### src/rtl/mac_table_engine.sv
// MAC learning/forwarding table: edge-qualified learn/lookup/aging commands from the
// access arbiter, register-based entry storage, 3-edge lookup pipeline with write-first bypass.
module mac_table_engine #(
  parameter int pPORT_WIDTH      = 4,
  parameter int pMAC_MEM_DEPTH_W = 8,
  parameter int pDATA_WIDTH      = 8,
  parameter int pAGE_W           = 4
) (
  input  logic                           iclk,
  input  logic                           irst,
  input  logic                           i_write_en,
  input  logic                           i_read_en,
  input  logic                           i_decrement,
  input  logic [$clog2(pPORT_WIDTH)-1:0] i_port_num,
  input  logic [pMAC_MEM_DEPTH_W-1:0]    i_MAC_SA,
  input  logic [pMAC_MEM_DEPTH_W-1:0]    i_MAC_DA,
  input  logic [pDATA_WIDTH-1:0]         i_check_byte_SA,
  input  logic [pDATA_WIDTH-1:0]         i_check_byte_DA,
  output logic                           o_fwd_valid,
  output logic [$clog2(pPORT_WIDTH)-1:0] o_fwd_src_port,
  output logic [pPORT_WIDTH-1:0]         o_fwd_mask,
  output logic                           o_fwd_hit,
  output logic [pMAC_MEM_DEPTH_W:0]      o_table_count
);
  localparam int PW     = $clog2(pPORT_WIDTH);
  localparam int DEPTH  = 2**pMAC_MEM_DEPTH_W;
  localparam int CW     = pMAC_MEM_DEPTH_W + 1;
  localparam int STAGES = 2;

  logic [DEPTH-1:0]       valid_q;
  logic [pDATA_WIDTH-1:0] chk_q  [DEPTH];
  logic [PW-1:0]          port_q [DEPTH];
  logic [pAGE_W-1:0]      age_q  [DEPTH];

  logic                        we_d, re_d;
  logic [PW-1:0]               port_d;
  logic [pMAC_MEM_DEPTH_W-1:0] age_ptr;
  logic                        learn_acc, look_acc, age_acc, expire;
  logic [pAGE_W-1:0]           age_val;

  // A held level only re-arms when the arbiter hands the slot to another port.
  assign learn_acc = i_write_en & (~we_d | (i_port_num != port_d));
  assign look_acc  = i_read_en  & (~re_d | (i_port_num != port_d));
  assign age_acc   = i_decrement & ~learn_acc & ~look_acc;
  assign age_val   = age_q[age_ptr];
  assign expire    = age_acc & valid_q[age_ptr] & (age_val <= pAGE_W'(1));

  always_ff @(posedge iclk) begin
    if (irst) begin
      we_d    <= 1'b0;
      re_d    <= 1'b0;
      port_d  <= '0;
      age_ptr <= '0;
    end else begin
      we_d   <= i_write_en;
      re_d   <= i_read_en;
      port_d <= i_port_num;
      if (age_acc) age_ptr <= age_ptr + 1'b1;
    end
  end

  always_ff @(posedge iclk) begin
    if (irst)           valid_q <= '0;
    else if (learn_acc) valid_q[i_MAC_SA] <= 1'b1;
    else if (expire)    valid_q[age_ptr] <= 1'b0;
  end

  always_ff @(posedge iclk) begin
    if (learn_acc) begin
      chk_q[i_MAC_SA]  <= i_check_byte_SA;
      port_q[i_MAC_SA] <= i_port_num;
      age_q[i_MAC_SA]  <= '1;
    end else if (age_acc && valid_q[age_ptr]) begin
      age_q[age_ptr] <= expire ? '0 : age_val - pAGE_W'(1);
    end
  end

  always_ff @(posedge iclk) begin
    if (irst)                                     o_table_count <= '0;
    else if (learn_acc && !valid_q[i_MAC_SA])     o_table_count <= o_table_count + CW'(1);
    else if (expire)                              o_table_count <= o_table_count - CW'(1);
  end

  // Write-first: a same-cycle learn to the looked-up index overrides the stored entry.
  logic                   byp, rd_vld;
  logic [pDATA_WIDTH-1:0] rd_chk;
  logic [PW-1:0]          rd_port;
  assign byp     = learn_acc & (i_MAC_SA == i_MAC_DA);
  assign rd_vld  = byp | valid_q[i_MAC_DA];
  assign rd_chk  = byp ? i_check_byte_SA : chk_q[i_MAC_DA];
  assign rd_port = byp ? i_port_num      : port_q[i_MAC_DA];

  logic [STAGES:0]        vld_pipe;
  logic [PW-1:0]          s1_src, s1_ent_port, s2_src;
  logic [pDATA_WIDTH-1:0] s1_chk, s1_ent_chk;
  logic                   s1_ent_vld, s2_hit, hit;
  logic [pPORT_WIDTH-1:0] s2_mask, mask, src_oh, ent_oh;

  assign src_oh = pPORT_WIDTH'(1) << s1_src;
  assign ent_oh = pPORT_WIDTH'(1) << s1_ent_port;
  assign hit    = s1_ent_vld & (s1_ent_chk == s1_chk);
  assign mask   = hit ? ((s1_ent_port == s1_src) ? '0 : ent_oh) : ~src_oh;

  always_ff @(posedge iclk) begin
    if (irst) begin
      vld_pipe       <= '0;
      s1_src         <= '0;
      s1_chk         <= '0;
      s1_ent_vld     <= 1'b0;
      s1_ent_chk     <= '0;
      s1_ent_port    <= '0;
      s2_src         <= '0;
      s2_hit         <= 1'b0;
      s2_mask        <= '0;
      o_fwd_src_port <= '0;
      o_fwd_hit      <= 1'b0;
      o_fwd_mask     <= '0;
    end else begin
      vld_pipe <= {vld_pipe[STAGES-1:0], look_acc};
      if (look_acc) begin
        s1_src      <= i_port_num;
        s1_chk      <= i_check_byte_DA;
        s1_ent_vld  <= rd_vld;
        s1_ent_chk  <= rd_chk;
        s1_ent_port <= rd_port;
      end
      if (vld_pipe[0]) begin
        s2_src  <= s1_src;
        s2_hit  <= hit;
        s2_mask <= mask;
      end
      if (vld_pipe[1]) begin
        o_fwd_src_port <= s2_src;
        o_fwd_hit      <= s2_hit;
        o_fwd_mask     <= s2_mask;
      end
    end
  end

  assign o_fwd_valid = vld_pipe[STAGES];
endmodule

### config.mk
export PLATFORM = sky130hd
export DESIGN_NAME = mac_table_engine
export DESIGN_NICKNAME = d
export VERILOG_FILES = /design/src/rtl/mac_table_engine.sv
export SDC_FILE = /design/constraint.sdc
export NUM_CORES = 2
export LEC_CHECK = 0
export BUFFER_PORTS_ARGS = -buffer_cell sky130_fd_sc_hd__buf_2
export CAP_MARGIN = 20
export CORE_ASPECT_RATIO = 0.6
export CORE_UTILIZATION = 35
export DETAILED_ROUTE_END_ITERATION = 16
export PLACE_DENSITY = 0.59
export SYNTH_ARGS = -nofsm -noshare
export SYNTH_HDL_FRONTEND = slang
export SYNTH_SLANG_ARGS = --single-unit
### constraint.sdc
create_clock -name iclk -period 18 [get_ports iclk]
set_clock_uncertainty 0.05 [all_clocks]
set_input_delay 1.8 -clock iclk [delete_from_list [all_inputs] [get_ports iclk]]
set_output_delay 1.8 -clock iclk [all_outputs]
set_load 0.005 [all_outputs]
* Word-level counts from Yosys, hierarchy flattened
Memories as Yosys holds them, arrays and structs flattened. A register that Yosys moved wholly into a read port is not among the register bits. Cells that the tools add are included.
Cells by class: shift-type cells 2, equality and inequality tests 4, reduce and logical (&&, ||, !) cells 8, multiplexer cells 27, magnitude comparators 6, bitwise logic cells 19, add/sub/neg operators 4
Operator list (count):
- $mux 256 | 2
- $and 256x256->256 | 1
- $not 256->256 | 1
- $or 256x256->256 | 1
- $lt 8x9->1 const B | 3
- $bmux 1 s8 | 3
- $mux 8 | 3
- $mux 9 | 2
- $demux 1 s8 | 2
- $eq 8x8->1 | 2
- $ge 8x1->1 const B | 2
- $mux 4 | 4
- $mux 1 | 11
- $add 9x1->9 const B | 1
- $sub 9x1->9 const B | 1
- $add 8x1->8 const B | 1
- $and 1x1->1 | 8
- $shl 1x2->4 const A | 2
- $le 4x1->1 const B | 1
- $logic_and 1x1->1 | 4
- $not 1->1 | 4
- $not 4->4 | 1
- $reduce_bool 2->1 | 2
- $reduce_or 4->1 | 1
- other kinds (5) | 7
Storage, ports and cells: bits in writable memories 3584, memories 3, register bits 305, output and inout port bits 17, word-level logic and storage cells 89
Memories:
- chk_q | words 256, bits a word 8, read ports 1, clocked after Yosys merged registers in 1, wr ports 1, RTL line 31 | logic [pDATA_WIDTH-1:0] chk_q [DEPTH];
- age_q | words 256, bits a word 4, read ports 1, clocked after Yosys merged registers in 1, wr ports 1, RTL line 33 | logic [pAGE_W-1:0] age_q [DEPTH];
- port_q | words 256, bits a word 2, read ports 1, clocked after Yosys merged registers in 1, wr ports 1, RTL line 32 | logic [PW-1:0] port_q [DEPTH];

* Depth between registers and ports, before layout
word-level depth 12, mapped depth 20, depth with buffers taken out 16

* Worst setup path after synthesis
Ideal clock, no wire load.
kind register to register, from reg with a tool-made name, to mem age_q[0][0], data pin, period minus slack after synthesis 16.436 ns, cell stages (with the launch flop) 20, required time 15.763 ns, path slack 1.564 ns, setup time 2.187 ns, path buffers 8, data arrival time 14.200 ns, path through dfxtp_1 > buf_2 > buf_6 > buf_2 > buf_2 > clkbuf_1 > clkbuf_1 > mux4_2 > mux4_2 > a22oi_1 > a21oi_1 > nor4_4 > inv_1 > ha_1 > or2_2 > or3b_1 > buf_4 > buf_6 > nor2_2 > o21ai_0
RTL lines (RTL line):
- to (decl) | 33

==> flow_summary.ini <==
[worst_setup_path]
crit_chain = buf_12 > buf_4 > buf_12 > mux4_2 > mux4_2 > a22oi_1 > a21oi_1 > nor4_4 > inv_1 > ha_1 > or2_2 > or3b_1 > buf_4 > nor2_2 > o21ai_4 > buf_12
end_kind = register
critPathMaxStageDelay_ns = 0.82
arrival_ns = 8.59
worstSetupPathType = register to register
crit_slowest_cell = dfxtp_4
rrSetupSlack_ns = 9.88
worstPathRequired_ns = 18.47
start_kind = register
cp_max_fo = 256
cpMostUsedCell = buf_12

[global_route]
grt_pass1_wl_um = 658000
grt.busiest_layer = met1
grt_use_met2_pct = 26.7
grt_max_degree = 257
grt_pass1_vias = 81000
overflow = 0
antenna_found_initial = 49
grtUsageTotal_pct = 20.4
use_met1_pct = 32.1
use_met3_pct = 7.25

[die]
fp-row-count = 190
core_area_mm2 = 0.448
io_pins = 56
initial_utilization_pct = 35.2
dieArea_mm2 = 0.454
die_y_um = 522
die_x_um = 869

[yosys]
syn_area_per_cell_um2 = 20.6
synth_seq_cells = 3907
synth_edf_count = 3584
synth_flop_cell = edfxtp_1
syn_area_mm2 = 0.158
synth_nets = 7715
yosys_warnings = 0
postSynthCellCount = 7661
postSynth.asyncResetShare_pct = 0
yosysSeqAreaShare_pct = 72.3
synthDistinctLibCells = 87

[cts]
clk_pin_slew_worst_paths_ns = 0.06
cts_tree = yes
root_buffer = clkbuf_16
cts_resized = 0
clk_latency_ns = 0.97
cts_setup_buffers = 0
cts_max_path_buffers = 4
cts.sinks = 3907
cts_buffers = 360
hold_buffers = 0
cts_max_level = 5

[timing]
setup_violations = 0
setup_slack_ns = 9.88
setup_tns_ns = 0
hold_viol_final = 0
tightest_slew_ns = 1.45
slew_headroom_pct = 3.63
slew_violations = 0
min_period_ns = 8.12
timing.fmax_mhz = 123
post-route-period-util_pct = 45.1
rsz0062_at_grt = false

[outcome]
status = completed

[finish]
mostFrequentLayoutCell = edfxtp_1
final_cell_mix = edfxtp_1, mux4_2, nor2_1
layout.cells.non_filler = 14200
final_area_mm2 = 0.179
nNetsFinal = 7965
layout-drive-gt1-share_pct = 30.7
area_growth_pct = 13.4

[drt]
drc = 0
postRouteAntennaNets = 0
drt-total-wl_um = 471000
wl_per_cell_um = 33.2
vias = 84200
dr.pass1.iters = 6
drt_iter0_markers = 13400
viasPerCell = 5.93

[placed_design]
portBuffers = 55
dp_slack_ns = 9.90
dp_hpwl_um = 301000
dp.cells = 13500
placed_area_mm2 = 0.167
gp_congestion = 0.962

[pwr]
ir_worst_vdd_uv = 98.9
p_per_area_mw_per_mm2 = 105
power_leakage_nw = 56.8

[worst_hold_path]
hold_class = register to register

[flow_run]
maxCapViolCount = 0
-- worst max-delay path: cells and delay by family, from the launching register on --
kind | cells | cell delay [ns]
multiplexers | 2 | 1.11
adder cells (fa/ha/maj) | 1 | 0.23
buffers and inverters | 6 | 2.93
flip-flops | 1 | 0.82
AO/OA/AOI/OAI | 3 | 0.83
AND/OR/NAND/NOR | 4 | 0.95
-- sequential cells by signal (all words and copies together) (netlist names), 8 cells and up, named ones only --
name and cells:
chk_q 2048, age_q 1024, port_q 512, valid_q 256
o_table_count 9, age_ptr 8, s1_chk 8, s1_ent_chk 8
-- synthesized netlist by cell type (all sizes together), types with 5 or more instances --
cell type / number / share of area [%]
a211oi: 143 / 0.68
a21oi: 88 / 0.31
a22oi: 67 / 0.33
a311oi: 57 / 0.32
a31oi: 65 / 0.31
and2: 13 / 0.052
and3: 16 / 0.063
buf: 242 / 0.90
clkbuf: 285 / 0.68
dfxtp: 323 / 4.1
edfxtp: 3584 / 68
ha: 14 / 0.11
inv: 21 / 0.050
mux2: 8 / 0.057
mux2i: 97 / 0.62
mux4: 1349 / 19
nand2: 120 / 0.29
nand2b: 16 / 0.063
nand3: 28 / 0.089
nand4: 6 / 0.024
nor2: 817 / 1.9
nor2b: 32 / 0.13
nor3: 15 / 0.051
nor3b: 12 / 0.092
nor4: 7 / 0.037
nor4b: 6 / 0.090
o211ai: 6 / 0.029
o21ai: 19 / 0.060
o21bai: 77 / 0.37
o22ai: 6 / 0.024
o311ai: 6 / 0.044
o31a: 17 / 0.094
or2: 8 / 0.032
or3: 5 / 0.020
xnor2: 9 / 0.050
xor2: 19 / 0.11
-- metal layers --
metal | up-vias | share of wire, %
met4 | 20 | 2.3
li1 | 32600 | -
met5 | - | 0.043
met3 | 703 | 14
met1 | 45500 | 44
met2 | 5412 | 40
-- final timing paths --
kind	from	end	cells after the start
worst max-delay path	register	age_q[134][1]$_DFFE_PP_	16
worst min-delay path	s2_mask[1]$_SDFFE_PP0P_	s2_mask[1]$_SDFFE_PP0P_	2
worst max register to register	register	age_q[134][1]$_DFFE_PP_	16
worst min register to register	s2_mask[1]$_SDFFE_PP0P_	s2_mask[1]$_SDFFE_PP0P_	2
-- power by group --
part | switching (W) | total (W) | internal, W
Combinational | 0.000574 | 0.000904 | 0.000330
Clock | 0.00346 | 0.00793 | 0.00447
Sequential | 0.0000256 | 0.00990 | 0.00987
Total | 0.00406 | 0.0187 | 0.0147
-- cell type report --
cell class,count,area [µm²]
fillers,39100,269000
flip-flops and latches,3907,114000
multi-input cells,3204,41600
clock buffers,431,9460
well taps,5952,7450
repair buffers,415,3660
clock inverters,220,2460
diodes,50,125
inverters,23,86.3
-- stage by stage --
step	hold WS [ns]	util, %	total power, W
final	0.429	40.0	0.0187
after global routing	0.457	40.0	0.0192
after CTS	0.429	39.9	0.0188
after detailed placement	0.418	37.2	0.0110
after global placement	0.420	37.1	0.0110
after floorplan	0.398	-	0.0106
-- logic make-up (layout without fill, tap and decap cells) --
kind of cell	after synthesis	after routing	share of synthesized area [%]
compound gates	598	598	2.85
xor+xnor	28	28	0.155
fa+ha+maj	15	15	0.124
buf+inv	550	1089	1.63
flops	3907	3907	72.3
mux	1454	1454	19.9
other cells	0	50	0
simple gates	1109	1109	3.01
No activity file was read; power rests on OpenSTA's default activity.
